File: config.mk
export PLATFORM = sky130hd
export DESIGN_NAME = multicycle_controller_flat
export DESIGN_NICKNAME = d
export VERILOG_FILES = /design/src/rtl/multicycle_controller_if.sv /design/src/rtl/multicycle_controller.sv /design/src/flat_wrapper.sv
export SDC_FILE = /design/constraint.sdc
export NUM_CORES = 1
export LEC_CHECK = 0
export ABC_AREA = 1
export CAP_MARGIN = 20
export CORE_UTILIZATION = 30
export DETAILED_ROUTE_END_ITERATION = 12
export MAX_ROUTING_LAYER = met4
export PLACE_DENSITY = 0.54
export SYNTH_ARGS = -nofsm -noshare
export SYNTH_HDL_FRONTEND = slang
export SYNTH_SLANG_ARGS = --single-unit
File: constraint.sdc
create_clock -name clk -period 2.1 [get_ports clk]
set_clock_uncertainty 0.15 [all_clocks]
set_input_delay 0.21 -clock clk [delete_from_list [all_inputs] [get_ports clk]]
set_output_delay 0.21 -clock clk [all_outputs]
set_load 0.05 [all_outputs]
File: src/rtl/multicycle_controller_if.sv
// Control interface between the multicycle controller and its datapath.
// master : controller side (reads instruction fields/ZeroFlag, drives controls)
// slave  : datapath side  (drives instruction fields/ZeroFlag, reads controls)
//   op[6:0], func3[2:0], func7b5, ZeroFlag          datapath -> controller
//   PCWrite, AdrSrc, MemWrite, IRWrite, RegWrite,    controller -> datapath
//   ResultSrc[1:0], ALUSrcA[1:0], ALUSrcB[1:0],
//   ImmSrc[2:0], AluOpcode[2:0], Illegal
interface multicycle_controller_if;
  logic [6:0] op;
  logic [2:0] func3;
  logic       func7b5;
  logic       ZeroFlag;

  logic       PCWrite;
  logic       AdrSrc;
  logic       MemWrite;
  logic       IRWrite;
  logic       RegWrite;
  logic [1:0] ResultSrc;
  logic [1:0] ALUSrcA;
  logic [1:0] ALUSrcB;
  logic [2:0] ImmSrc;
  logic [2:0] AluOpcode;
  logic       Illegal;

  modport master (
    input  op, func3, func7b5, ZeroFlag,
    output PCWrite, AdrSrc, MemWrite, IRWrite, RegWrite,
    output ResultSrc, ALUSrcA, ALUSrcB, ImmSrc, AluOpcode, Illegal
  );

  modport slave (
    output op, func3, func7b5, ZeroFlag,
    input  PCWrite, AdrSrc, MemWrite, IRWrite, RegWrite,
    input  ResultSrc, ALUSrcA, ALUSrcB, ImmSrc, AluOpcode, Illegal
  );
endinterface

File: src/rtl/multicycle_controller.sv
// Multicycle RISC-V style control FSM.
// Ports:
//   clk      system clock, rising edge
//   rst      asynchronous active-high reset
//   ctrl_if  master modport: instruction fields + ZeroFlag in, datapath
//            controls (enables, mux selects, ImmSrc, AluOpcode, Illegal) out
// Controls are registered alongside the state (loaded from the next state),
// so each state's controls are valid for the whole cycle it is resident.
// Three outputs cannot be fully registered: DECODE sees the new opcode only
// in its own cycle (ImmSrc, Illegal), and branch PCWrite follows ZeroFlag.
module multicycle_controller (
  input  logic                     clk,
  input  logic                     rst,
  multicycle_controller_if.master  ctrl_if
);

  localparam int unsigned OP_W  = 7;
  localparam int unsigned F3_W  = 3;
  localparam int unsigned SEL_W = 2;
  localparam int unsigned IMM_W = 3;
  localparam int unsigned ALU_W = 3;

  localparam logic [OP_W-1:0] OP_R      = 7'b0110011;
  localparam logic [OP_W-1:0] OP_I      = 7'b0010011;
  localparam logic [OP_W-1:0] OP_LOAD   = 7'b0000011;
  localparam logic [OP_W-1:0] OP_STORE  = 7'b0100011;
  localparam logic [OP_W-1:0] OP_BRANCH = 7'b1100011;
  localparam logic [OP_W-1:0] OP_JAL    = 7'b1101111;
  localparam logic [OP_W-1:0] OP_JALR   = 7'b1100111;
  localparam logic [OP_W-1:0] OP_LUI    = 7'b0110111;

  localparam logic [ALU_W-1:0] ALU_ADD  = 3'b000;
  localparam logic [ALU_W-1:0] ALU_SUB  = 3'b001;
  localparam logic [ALU_W-1:0] ALU_AND  = 3'b010;
  localparam logic [ALU_W-1:0] ALU_OR   = 3'b011;
  localparam logic [ALU_W-1:0] ALU_SLTU = 3'b100;
  localparam logic [ALU_W-1:0] ALU_SLT  = 3'b101;
  localparam logic [ALU_W-1:0] ALU_XOR  = 3'b110;

  localparam logic [SEL_W-1:0] RES_ALUOUT = 2'b00;
  localparam logic [SEL_W-1:0] RES_MDR    = 2'b01;
  localparam logic [SEL_W-1:0] RES_ALU    = 2'b10;
  localparam logic [SEL_W-1:0] RES_IMM    = 2'b11;

  localparam logic [SEL_W-1:0] A_PC    = 2'b00;
  localparam logic [SEL_W-1:0] A_OLDPC = 2'b01;
  localparam logic [SEL_W-1:0] A_REG   = 2'b10;

  localparam logic [SEL_W-1:0] B_REG  = 2'b00;
  localparam logic [SEL_W-1:0] B_IMM  = 2'b01;
  localparam logic [SEL_W-1:0] B_FOUR = 2'b10;

  localparam logic [IMM_W-1:0] IMM_I = 3'b000;
  localparam logic [IMM_W-1:0] IMM_S = 3'b001;
  localparam logic [IMM_W-1:0] IMM_B = 3'b010;
  localparam logic [IMM_W-1:0] IMM_J = 3'b011;
  localparam logic [IMM_W-1:0] IMM_U = 3'b100;

  typedef enum logic [3:0] {
    S_FETCH, S_DECODE, S_EXEC_R, S_EXEC_I, S_MEM_ADR, S_MEM_READ, S_MEM_WB,
    S_MEM_WRITE, S_ALU_WB, S_BRANCH, S_JAL, S_JALR1, S_JALR2, S_LUI
  } state_t;

  state_t             state_q, state_d, dec_state_c;
  logic               illegal_c;

  logic               pc_write_q;
  logic               adr_src_q;
  logic               mem_write_q;
  logic               ir_write_q;
  logic               reg_write_q;
  logic [SEL_W-1:0]   result_src_q;
  logic [SEL_W-1:0]   alu_src_a_q;
  logic [SEL_W-1:0]   alu_src_b_q;
  logic [IMM_W-1:0]   imm_src_q;
  logic [ALU_W-1:0]   alu_op_q;
  logic               br_en_q;
  logic               br_inv_q;

  // func3 -> ALU op for R/I types; sub_en selects SUB on func3 000
  function automatic logic [ALU_W-1:0] alu_sel(input logic [F3_W-1:0] f3,
                                               input logic sub_en);
    case (f3)
      3'b000:  alu_sel = sub_en ? ALU_SUB : ALU_ADD;
      3'b111:  alu_sel = ALU_AND;
      3'b110:  alu_sel = ALU_OR;
      3'b100:  alu_sel = ALU_XOR;
      3'b010:  alu_sel = ALU_SLT;
      3'b011:  alu_sel = ALU_SLTU;
      default: alu_sel = ALU_ADD;
    endcase
  endfunction

  // Branch compare op; the taken test reads ZeroFlag of SUB/SLT/SLTU
  function automatic logic [ALU_W-1:0] br_alu_sel(input logic [F3_W-1:0] f3);
    case (f3)
      3'b000, 3'b001: br_alu_sel = ALU_SUB;
      3'b100, 3'b101: br_alu_sel = ALU_SLT;
      3'b110, 3'b111: br_alu_sel = ALU_SLTU;
      default:        br_alu_sel = ALU_ADD;
    endcase
  endfunction

  // bne/blt/bltu are taken when the ALU result is non-zero
  function automatic logic br_inv_sel(input logic [F3_W-1:0] f3);
    br_inv_sel = (f3 == 3'b001) || (f3 == 3'b100) || (f3 == 3'b110);
  endfunction

  // Opcode dispatch and legality check for the DECODE state
  always_comb begin
    illegal_c   = 1'b0;
    dec_state_c = S_FETCH;
    case (ctrl_if.op)
      OP_R: begin
        dec_state_c = S_EXEC_R;
        illegal_c   = (ctrl_if.func3 == 3'b001) || (ctrl_if.func3 == 3'b101);
      end
      OP_I: begin
        dec_state_c = S_EXEC_I;
        illegal_c   = (ctrl_if.func3 == 3'b001) || (ctrl_if.func3 == 3'b101);
      end
      OP_LOAD, OP_STORE: dec_state_c = S_MEM_ADR;
      OP_BRANCH: begin
        dec_state_c = S_BRANCH;
        illegal_c   = (ctrl_if.func3 == 3'b010) || (ctrl_if.func3 == 3'b011);
      end
      OP_JAL:  dec_state_c = S_JAL;
      OP_JALR: dec_state_c = S_JALR1;
      OP_LUI:  dec_state_c = S_LUI;
      default: illegal_c   = 1'b1;
    endcase
    if (illegal_c) begin
      dec_state_c = S_FETCH;
    end
  end

  // Next-state logic
  always_comb begin
    state_d = S_FETCH;
    case (state_q)
      S_FETCH:                    state_d = S_DECODE;
      S_DECODE:                   state_d = dec_state_c;
      S_EXEC_R, S_EXEC_I, S_JAL:  state_d = S_ALU_WB;
      S_MEM_ADR:                  state_d = (ctrl_if.op == OP_STORE) ? S_MEM_WRITE
                                                                     : S_MEM_READ;
      S_MEM_READ:                 state_d = S_MEM_WB;
      S_JALR1:                    state_d = S_JALR2;
      default:                    state_d = S_FETCH;
    endcase
  end

  // State register plus controls for the state being entered. Reset parks
  // the controls at FETCH values so the first edge after release performs
  // the fetch; the write enables are masked by rst at the outputs.
  always_ff @(posedge clk or posedge rst) begin
    if (rst) begin
      state_q      <= S_FETCH;
      pc_write_q   <= 1'b1;
      adr_src_q    <= 1'b0;
      mem_write_q  <= 1'b0;
      ir_write_q   <= 1'b1;
      reg_write_q  <= 1'b0;
      result_src_q <= RES_ALU;
      alu_src_a_q  <= A_PC;
      alu_src_b_q  <= B_FOUR;
      imm_src_q    <= IMM_I;
      alu_op_q     <= ALU_ADD;
      br_en_q      <= 1'b0;
      br_inv_q     <= 1'b0;
    end else begin
      state_q      <= state_d;
      pc_write_q   <= 1'b0;
      adr_src_q    <= 1'b0;
      mem_write_q  <= 1'b0;
      ir_write_q   <= 1'b0;
      reg_write_q  <= 1'b0;
      result_src_q <= RES_ALUOUT;
      alu_src_a_q  <= A_PC;
      alu_src_b_q  <= B_REG;
      imm_src_q    <= IMM_I;
      alu_op_q     <= ALU_ADD;
      br_en_q      <= 1'b0;
      br_inv_q     <= 1'b0;
      case (state_d)
        S_FETCH: begin
          ir_write_q   <= 1'b1;
          pc_write_q   <= 1'b1;
          alu_src_b_q  <= B_FOUR;
          result_src_q <= RES_ALU;
        end
        S_DECODE: begin
          alu_src_a_q <= A_OLDPC;
          alu_src_b_q <= B_IMM;
        end
        S_EXEC_R: begin
          alu_src_a_q <= A_REG;
          alu_src_b_q <= B_REG;
          alu_op_q    <= alu_sel(ctrl_if.func3, ctrl_if.func7b5);
        end
        S_EXEC_I: begin
          alu_src_a_q <= A_REG;
          alu_src_b_q <= B_IMM;
          imm_src_q   <= IMM_I;
          alu_op_q    <= alu_sel(ctrl_if.func3, 1'b0);
        end
        S_ALU_WB: begin
          result_src_q <= RES_ALUOUT;
          reg_write_q  <= 1'b1;
        end
        S_MEM_ADR: begin
          alu_src_a_q <= A_REG;
          alu_src_b_q <= B_IMM;
          imm_src_q   <= (ctrl_if.op == OP_STORE) ? IMM_S : IMM_I;
        end
        S_MEM_READ: begin
          adr_src_q <= 1'b1;
        end
        S_MEM_WB: begin
          result_src_q <= RES_MDR;
          reg_write_q  <= 1'b1;
        end
        S_MEM_WRITE: begin
          adr_src_q   <= 1'b1;
          mem_write_q <= 1'b1;
        end
        S_BRANCH: begin
          alu_src_a_q <= A_REG;
          alu_src_b_q <= B_REG;
          alu_op_q    <= br_alu_sel(ctrl_if.func3);
          br_en_q     <= 1'b1;
          br_inv_q    <= br_inv_sel(ctrl_if.func3);
        end
        S_JAL: begin
          alu_src_a_q <= A_OLDPC;
          alu_src_b_q <= B_FOUR;
          pc_write_q  <= 1'b1;
        end
        S_JALR1: begin
          alu_src_a_q  <= A_OLDPC;
          alu_src_b_q  <= B_FOUR;
          result_src_q <= RES_ALU;
          reg_write_q  <= 1'b1;
        end
        S_JALR2: begin
          alu_src_a_q  <= A_REG;
          alu_src_b_q  <= B_IMM;
          imm_src_q    <= IMM_I;
          result_src_q <= RES_ALU;
          pc_write_q   <= 1'b1;
        end
        S_LUI: begin
          imm_src_q    <= IMM_U;
          result_src_q <= RES_IMM;
          reg_write_q  <= 1'b1;
        end
        default: begin
        end
      endcase
    end
  end

  // Write enables are masked while rst is high so reset aborts immediately
  assign ctrl_if.PCWrite   = !rst && (pc_write_q ||
                                      (br_en_q && (ctrl_if.ZeroFlag ^ br_inv_q)));
  assign ctrl_if.IRWrite   = !rst && ir_write_q;
  assign ctrl_if.RegWrite  = !rst && reg_write_q;
  assign ctrl_if.MemWrite  = !rst && mem_write_q;
  assign ctrl_if.Illegal   = !rst && (state_q == S_DECODE) && illegal_c;

  assign ctrl_if.AdrSrc    = adr_src_q;
  assign ctrl_if.ResultSrc = result_src_q;
  assign ctrl_if.ALUSrcA   = alu_src_a_q;
  assign ctrl_if.ALUSrcB   = alu_src_b_q;
  assign ctrl_if.AluOpcode = alu_op_q;
  // DECODE picks the immediate format from the freshly loaded opcode
  assign ctrl_if.ImmSrc    = (state_q == S_DECODE)
                             ? ((ctrl_if.op == OP_JAL) ? IMM_J : IMM_B)
                             : imm_src_q;

endmodule

File: src/flat_wrapper.sv
// flat-port wrapper written by rule: the top's interface ports become plain ports
module multicycle_controller_flat 
  (clk, rst, ctrl_if_op, ctrl_if_func3, ctrl_if_func7b5, ctrl_if_ZeroFlag, ctrl_if_PCWrite, ctrl_if_AdrSrc, ctrl_if_MemWrite, ctrl_if_IRWrite, ctrl_if_RegWrite, ctrl_if_ResultSrc, ctrl_if_ALUSrcA, ctrl_if_ALUSrcB, ctrl_if_ImmSrc, ctrl_if_AluOpcode, ctrl_if_Illegal);
  multicycle_controller_if ctrl_if_i ();
  input  logic clk;
  input  logic rst;
  input wire logic [$bits(ctrl_if_i.op)-1:0] ctrl_if_op;
  input wire logic [$bits(ctrl_if_i.func3)-1:0] ctrl_if_func3;
  input wire logic [$bits(ctrl_if_i.func7b5)-1:0] ctrl_if_func7b5;
  input wire logic [$bits(ctrl_if_i.ZeroFlag)-1:0] ctrl_if_ZeroFlag;
  output wire logic [$bits(ctrl_if_i.PCWrite)-1:0] ctrl_if_PCWrite;
  output wire logic [$bits(ctrl_if_i.AdrSrc)-1:0] ctrl_if_AdrSrc;
  output wire logic [$bits(ctrl_if_i.MemWrite)-1:0] ctrl_if_MemWrite;
  output wire logic [$bits(ctrl_if_i.IRWrite)-1:0] ctrl_if_IRWrite;
  output wire logic [$bits(ctrl_if_i.RegWrite)-1:0] ctrl_if_RegWrite;
  output wire logic [$bits(ctrl_if_i.ResultSrc)-1:0] ctrl_if_ResultSrc;
  output wire logic [$bits(ctrl_if_i.ALUSrcA)-1:0] ctrl_if_ALUSrcA;
  output wire logic [$bits(ctrl_if_i.ALUSrcB)-1:0] ctrl_if_ALUSrcB;
  output wire logic [$bits(ctrl_if_i.ImmSrc)-1:0] ctrl_if_ImmSrc;
  output wire logic [$bits(ctrl_if_i.AluOpcode)-1:0] ctrl_if_AluOpcode;
  output wire logic [$bits(ctrl_if_i.Illegal)-1:0] ctrl_if_Illegal;
  assign ctrl_if_i.op = ctrl_if_op;
  assign ctrl_if_i.func3 = ctrl_if_func3;
  assign ctrl_if_i.func7b5 = ctrl_if_func7b5;
  assign ctrl_if_i.ZeroFlag = ctrl_if_ZeroFlag;
  assign ctrl_if_PCWrite = ctrl_if_i.PCWrite;
  assign ctrl_if_AdrSrc = ctrl_if_i.AdrSrc;
  assign ctrl_if_MemWrite = ctrl_if_i.MemWrite;
  assign ctrl_if_IRWrite = ctrl_if_i.IRWrite;
  assign ctrl_if_RegWrite = ctrl_if_i.RegWrite;
  assign ctrl_if_ResultSrc = ctrl_if_i.ResultSrc;
  assign ctrl_if_ALUSrcA = ctrl_if_i.ALUSrcA;
  assign ctrl_if_ALUSrcB = ctrl_if_i.ALUSrcB;
  assign ctrl_if_ImmSrc = ctrl_if_i.ImmSrc;
  assign ctrl_if_AluOpcode = ctrl_if_i.AluOpcode;
  assign ctrl_if_Illegal = ctrl_if_i.Illegal;
  multicycle_controller u_core (.clk(clk), .rst(rst), .ctrl_if(ctrl_if_i));
endmodule
---- Yosys cells after proc, flatten, opt, wreduce, memory -nomap -nowiden ----
Cells that the tools add are included.
word-level totals
  flip-flop bits (word level) ............. 23
  input port bits ......................... 14
  output and inout bits ................... 18
  logic and storage cells ................. 104
cells by class
  eq/ne operators ......................... 35
  muxes and demuxes ....................... 24
  bitwise gates (word level) .............. 1
  reduce and logical (&&, ||, !) cells .... 31
operators with widths
  cell                                            number
  == test 4 bit (second input constant)           8
  one-hot mux 4 bit (7 select lines)              1
  == test 4 x 3 -> 1 bit (second input constant)  6
  one-hot mux 4 bit (6 select lines)              1
  == test 7 x 6 -> 1 bit (second input constant)  3
  == test 7 bit (second input constant)           3
  one-hot mux 3 bit (3 select lines)              2
  one-hot mux 3 bit (6 select lines)              1
  == test 4 x 2 -> 1 bit (second input constant)  4
  one-hot mux 3 bit (5 select lines)              1
  OR reduction 3 bit                              5
  == test 3 bit (second input constant)           4
  OR reduction 2 bit                              6
  two-way mux 1 bit                               10
  OR reduction 5 bit                              2
  == test 4 x 1 -> 1 bit (second input constant)  2
  zero test 4 bit                                 2
  one-hot mux 2 bit (2 select lines)              2
  OR reduction 4 bit                              2
  == test 7 x 2 -> 1 bit (second input constant)  1
  == test 7 x 5 -> 1 bit (second input constant)  1
  logical AND 1 bit                               7
  == test 3 x 2 -> 1 bit (second input constant)  2
  one-hot mux 2 bit (3 select lines)              1
  other kinds (10)                                14

---- Logic depth before layout (Yosys ltp) ----
Gate-level depths: netlist of run 1.
  depth after elaboration ................. 8
  gate-level depth with buffers ........... 13
  gate-level depth less buffers ........... 13

---- Worst setup path before layout of run 1 ----
Ideal clock, no wire load.
  path type ............................... register to output
  from .................................... register u_core.state_q[3]
  to ...................................... output port ctrl_if_Illegal
  arrival ................................. 2481 ps
  setup slack ............................. -741 ps
  stages on the path, launching flop included .. 6
  path buffers ............................ 0
  cell sequence ........................... dfrtp_1 -> nor2_2 -> inv_2 -> nor3_4 -> inv_2 -> a311oi_1
on the way
  word-level cells in the longest chain between the ends .. 3
ends and longest elaborated chain
  element                          RTL line                      text
  start: declaration               multicycle_controller.sv:64   state_t state_q, state_d, dec_state_c;
  start signal: assignment         multicycle_controller.sv:171  state_q <= state_d;
  == test 4 x 1 -> 1 bit           multicycle_controller.sv:268  assign ctrl_if.Illegal = !rst && (state_q == S_DECODE) && illegal_c;
  logical AND 1 bit (2 in series)  multicycle_controller.sv:268
  end: declaration                 flat_wrapper.sv:21            output wire logic [$bits(ctrl_if_i.Illegal)-1:0] ctrl_if_Illegal;
Every way passes these cells.

---- Worst setup path after layout of run 1 ----
Ends and elaborated chain as after synthesis.

==> results of run 1 <==
## synth_stat cells (all sizes together)
cell / number / area [um^2]
nand3b: 1 / 7.51
clkinv: 1 / 5.00
dfstp: 4 / 105
nor3: 4 / 41.3
inv: 26 / 100
xor2: 1 / 8.76
a21oi: 3 / 18.8
nand2: 41 / 189
and2: 2 / 12.5
a311oi: 1 / 8.76
nand4: 1 / 12.5
nand3: 19 / 120
dfrtp: 18 / 450
a211oi: 1 / 7.51
nor2: 24 / 128
o21ai: 8 / 58.8
## report_power, final
group	leakage (nW)	internal [mW]	switching, mW
clock	0.0288	0.167	0.129
sequential	0.283	0.586	0.0662
combinational	0.657	0.574	0.995
## cells in the final DEF (no fill, tap or decap), drive strengths merged
cell	instances
nand2	41
buf	28
inv	26
nor2	24
clkdlybuf4s50	22
nand3	19
dfrtp	18
o21ai	8
clkbuf	4
dfstp	4
nor3	4
a21oi	3
and2	2
nand3b	1
clkinv	1
nand4	1
a211oi	1
xor2	1
a311oi	1
dlygate4sd2	1
## cell families (layout without fill, tap and decap cells)
| logic type | count (synthesis) | after routing | synth area share (%) |
|---|---|---|---|
| AND/OR/NAND/NOR | 92 | 92 | 40.1 |
| buffers and inverters | 27 | 82 | 8.25 |
| flip-flops | 22 | 22 | 43.6 |
| AO/OA/AOI/OAI | 13 | 13 | 7.37 |
| XOR/XNOR | 1 | 1 | 0.688 |
## registers in the layout (all words and copies together), names as in the netlist
name,count
u_core.br_en_q,1
u_core.br_inv_q,1
u_core.ctrl_if.ALUSrcA,2
u_core.ctrl_if.ALUSrcB,2
u_core.ctrl_if.AdrSrc,1
u_core.ctrl_if.AluOpcode,3
u_core.ctrl_if.ResultSrc,2
u_core.imm_src_q,2
u_core.ir_write_q,1
u_core.mem_write_q,1
u_core.pc_write_q,1
u_core.reg_write_q,1
u_core.state_q,4
## final cells by class
class,count,area (um^2),share of cell area [%]
Clock buffer,4,55.1,2.79
Tap cell,50,62.6,3.17
Inverter,27,105,5.33
Sequential cell,22,556,28.2
Multi-Input combinational cell,106,666,33.8
Timing Repair Buffer,51,527,26.7
## repair_timing
item / in CTS / in global routing
setup buffers: 3 / 4
pin swaps: 3 / 3
endpoints found under the setup margin: 1 / 6
gates resized for setup: 5 / 3
## stage by stage
stage / power [mW] / util (%) / TNS [ns] / std cells
2_1_floorplan: 1.69 / - / -0.241 / 155
3_3_place_gp: 2.17 / 45.5 / -0.637 / 249
3_5_place_dp: 2.19 / 45.5 / -1.00 / 249
4_1_cts: 2.49 / 47.8 / 0 / 256
5_1_grt: 2.69 / 48.9 / -0.174 / 260
6_report: 2.52 / 48.9 / 0 / 260
## worst min-delay path, cell delays in order
cell and delay [ns]:
dlygate4sd2_1 0.23, o21ai_1 0.08, nand2_1 0.07, o21ai_2 0.10
## worst min path at each step
stage / from / to / slack [ns] / depth (start not counted)
floorplan: rst / u_core.br_en_q / 0.05 / 1
global placement: u_core.state_q[0] / u_core.ctrl_if.ResultSrc[0] / 0.41 / 2
detailed placement: u_core.state_q[0] / u_core.ctrl_if.ResultSrc[0] / 0.43 / 2
CTS: ctrl_if_op[4] / u_core.state_q[2] / 0.35 / 4
global route: ctrl_if_op[4] / u_core.state_q[2] / 0.40 / 4
finish: ctrl_if_op[4] / u_core.state_q[2] / 0.34 / 4
## routing by layer
| metal | track usage, % | vias to the layer above |
|---|---|---|
| li1 | - | 598 |
| met1 | 18.8 | 533 |
| met2 | 23.3 | 25 |
| met3 | 2.53 | 2 |
| met4 | 6.38 | 0 |
| met5 | - | - |
==> impl_metrics.tcl, run 1 <==
set metrics [dict create \
    io_pins 32 \
    worstSetupEndpoint "ctrl_if_Illegal" \
    rsz0062_at_grt "true" \
    synth_seq_area_share_pct 43.6 \
    wl_met3_um 99 \
    powerDensity_nw_per_um2 1280 \
    drcViolationCount 0 \
    vias_per_cell 4.45 \
    path_buf_inv 3 \
    cts_tree "built" \
    fp.dieArea_um2 4510 \
    route.met2.wl_um 1480 \
    layout.nets 225 \
    drt_wl_total_um 2940 \
    cpPeakStageDelay_ns 0.43 \
    cts_root_buffer "clkbuf_8" \
    final-hold-violation-count 0 \
    cts.sinks 22 \
    cp-end-kind "output port" \
    hpwl_um 2280 \
    setup_ws_ns 0.00725 \
    dp_slack_ns -0.132 \
    clk_pin_slew_ns 0.08 \
    worstMarginPinSlew_ns 0.508 \
    ys_warn_count 0 \
    final_area_um2 1970 \
    die_h_um 67.2 \
    required_ns 1.74 \
    p_leak_nw 0.969 \
    clockBufferDepth 2 \
    rows 23 \
    fin_crit_ns 2.09 \
    track_usage_pct 14.9 \
    num_vias 1158 \
    worstSetupStartpoint "u_core.state_q[3]" \
    fillCellCount 379 \
    critPathMaxFanout 4 \
    cts_hold_buf 0 \
    overflow 0 \
    r2r-end "u_core.ctrl_if.AluOpcode[2]" \
    postSynthAreaPerCell_um2 8.22 \
    initial_utilization_pct 31.6 \
    reg2regPathDepth 11 \
    cp_cell_sequence "nor2_4 -> inv_2 -> nor3_4 -> inv_2 -> a311oi_4 -> buf_12" \
    netlist_instances 155 \
    maxSlewViolCount 0 \
    routed_wire_length_per_instance_um 11.3 \
    wl_met1_um 1330 \
    placed_cell_area_um2 1830 \
    r2r_start "u_core.state_q[3]" \
    hold-worst-slack_ns 0.341 \
    synth_area_um2 1270 \
    grt_pass1_vias 1068 \
    grt_max_degree 14 \
    cts_buffers 3 \
    syn_to_final_growth_pct 54.7 \
    reg2reg_slack_ns 0.08 \
    max_freq_mhz 478 \
    crit_type "flip-flop to output port" \
    crit_arrival_ns 1.73 \
    gp_congestion 0.842 \
    max-vdd-ir-drop_mv 0.440 \
    firstDrtPassIters 4 \
    synth_cell_type_count 29 \
    antenna_found_initial 0 \
    cts.htree.levels 1 \
    core_area_um2 4030 \
    maxCapViolations 0 \
    ys_seq_elements 22 \
    finalCritPeriodShare_pct 99.7 \
    cp_common_cell "inv_2" \
    top_layer "met4" \
    timing.slew.headroom_pct 66.0 \
    slowest_stage "dfrtp_1" \
    syn-num-nets 169 \
    cp.depth 6 \
    hold_path_class "input pin to flip-flop" \
    setup_viol 0 \
    cp-start-kind "flip-flop" \
    antenna_left 0 \
    crit_family "flip-flops" \
    grt_pass1_wl_um 4770 \
    drive_above_1_share_pct 36.2 \
    drtIter0Drc 25 \
    die_w_um 67.2 \
    insertion_delay_ns 0.26 \
    n_antenna_cell 0 \
    port_buffers 31 \
    outcome "complete, no violations" \
]
Power figures use the tool's default switching activity.
==> inputs of run 2 (changes only) <==
- CORE_MARGIN: not set -> 3
- clock period: 2.1 -> 2.47 ns (I/O delays scaled with it)
==> run 2 against run 1 <==
- sequential cell count unchanged
- design area decreased by 12%
- clock power decreased by 23%
- utilization shrank 6.3 points
- hold slack better by 0.062 ns
- first-iteration DRC count up 40%
- critical path type unchanged
==> impl_metrics.tcl, run 2 (synthesis results as in run 1) <==
set metrics [dict create \
    insertion_delay_ns 0.26 \
    cp-end-kind "output port" \
    p_leak_nw 0.846 \
    crit_arrival_ns 1.92 \
    antenna_found_initial 0 \
    cts_root_buffer "clkbuf_8" \
    worstMarginPinSlew_ns 0.500 \
    cts.sinks 22 \
    final-hold-violation-count 0 \
    cts_hold_buf 0 \
    fp.dieArea_um2 5060 \
    cp-start-kind "flip-flop" \
    finalSetupTns_ns 0 \
    clockBufferDepth 2 \
    crit_type "flip-flop to output port" \
    rsz0062_at_grt "false" \
    cts_buffers 3 \
    timing.slew.headroom_pct 66.6 \
    die_w_um 71.2 \
    required_ns 2.07 \
    track_usage_pct 12.8 \
    fin_crit_ns 2.32 \
    final_common_cell "nand2_1" \
    cts_tree "built" \
    syn_to_final_growth_pct 35.7 \
    vias_per_cell 4.45 \
    hold_path_class "input pin to asynchronous set/reset pin" \
    num_vias 1081 \
    seqCellArea_um2 556 \
    grt_pass1_vias 1141 \
    gp_congestion 0.837 \
    routed_wire_length_per_instance_um 11.6 \
    antenna_left 0 \
    cts_setup_buffers 0 \
    port_buffers 31 \
    maxSlewViolCount 0 \
    multi_input_area_um2 619 \
    core_area_um2 4060 \
    drive_above_1_share_pct 26.4 \
    reg2regPathDepth 12 \
    grt_max_degree 13 \
    drt_wl_total_um 2830 \
    finalCritPeriodShare_pct 93.8 \
    cts_resized 0 \
    layout.nets 208 \
    powerDensity_nw_per_um2 1130 \
    final_cell_mix "35 x nand2_1, 24 x clkdlybuf4s50_1, 20 x inv_1" \
    maxCapViolations 0 \
    drcViolationCount 0 \
    top_register "u_core.state_q" \
    hold-worst-slack_ns 0.403 \
    hpwl_um 2300 \
    initial_utilization_pct 31.4 \
    rows 23 \
    largest_reg_flops 4 \
    clk_pin_slew_ns 0.08 \
    setup_viol 0 \
    io_pins 32 \
    firstDrtPassIters 4 \
    fillCellCount 397 \
    cts.htree.levels 1 \
    n_antenna_cell 0 \
    grt_pass1_wl_um 5060 \
    overflow 0 \
    max-vdd-ir-drop_mv 0.283 \
    max_freq_mhz 431 \
    die_h_um 71.2 \
    critPathMaxFanout 5 \
    outcome "complete, no violations" \
    drtIter0Drc 35 \
]
-- run 2: cell count changes in the layout (fill, tap and decap cells not counted), sizes merged --
cell | before | now
clkdlybuf4s50 | 22 | 24
dlygate4sd2 | 1 | 0
buf | 28 | 10
-- run 2: metrics by stage --
stage          power [mW]  setup slack, ns  instances  instance area [um^2]  util (%)
3_3_place_gp         1.73            0.233        239                  1680      41.5
5_1_grt              2.10           0.0111        243                  1730      42.6
6_report             1.95            0.152        243                  1730      42.6
2_1_floorplan        1.42           0.0654        155                  1280         -
4_1_cts              1.97            0.113        243                  1730      42.6
3_5_place_dp         1.74            0.224        239                  1680      41.5
-- run 2: worst max-delay path, cell delays in order (launching register included) --
cell	delay [ns]
dfrtp_1	0.41
nor2_2	0.17
inv_2	0.06
nor3_4	0.24
nor2_1	0.07
clkdlybuf4s50_1	0.70
-- run 2: worst paths after layout --
check,start,endpoint,slack [ns]
min in group clk,u_core.state_q[0],u_core.ctrl_if.ResultSrc[0],0.43
max in group asynchronous,rst,u_core.ctrl_if.ResultSrc[1],1.17
hold reg to reg,u_core.state_q[0],u_core.ctrl_if.ResultSrc[0],0.43
setup reg to reg,u_core.state_q[3],u_core.ctrl_if.AluOpcode[2],0.55
hold / removal,rst,u_core.ctrl_if.ALUSrcB[0],0.40
setup / recovery,u_core.state_q[3],ctrl_if_ImmSrc[2],0.15
-- run 2: area by class of cell --
class	count	area share, %
Clock buffer	4	2.61
Inverter	27	6.08
Multi-Input combinational cell	106	35.8
Sequential cell	22	32.2
Tap cell	50	3.62
Timing Repair Buffer	34	19.7
-- run 2: power by group --
group / switching (mW) / internal (mW) / total, mW
Clock: 0.113 / 0.115 / 0.227
Sequential: 0.0505 / 0.499 / 0.549
Combinational: 0.807 / 0.368 / 1.17
Total: 0.970 / 0.981 / 1.95
-- run 2: metal layers --
layer  routed length [um]  share of wire [%]  track usage [%]
met5                    0                  0                -
met3                  100                3.5             1.70
met4                   31                1.1             3.55
met1                 1360                 48             17.4
met2                 1330                 47             20.1
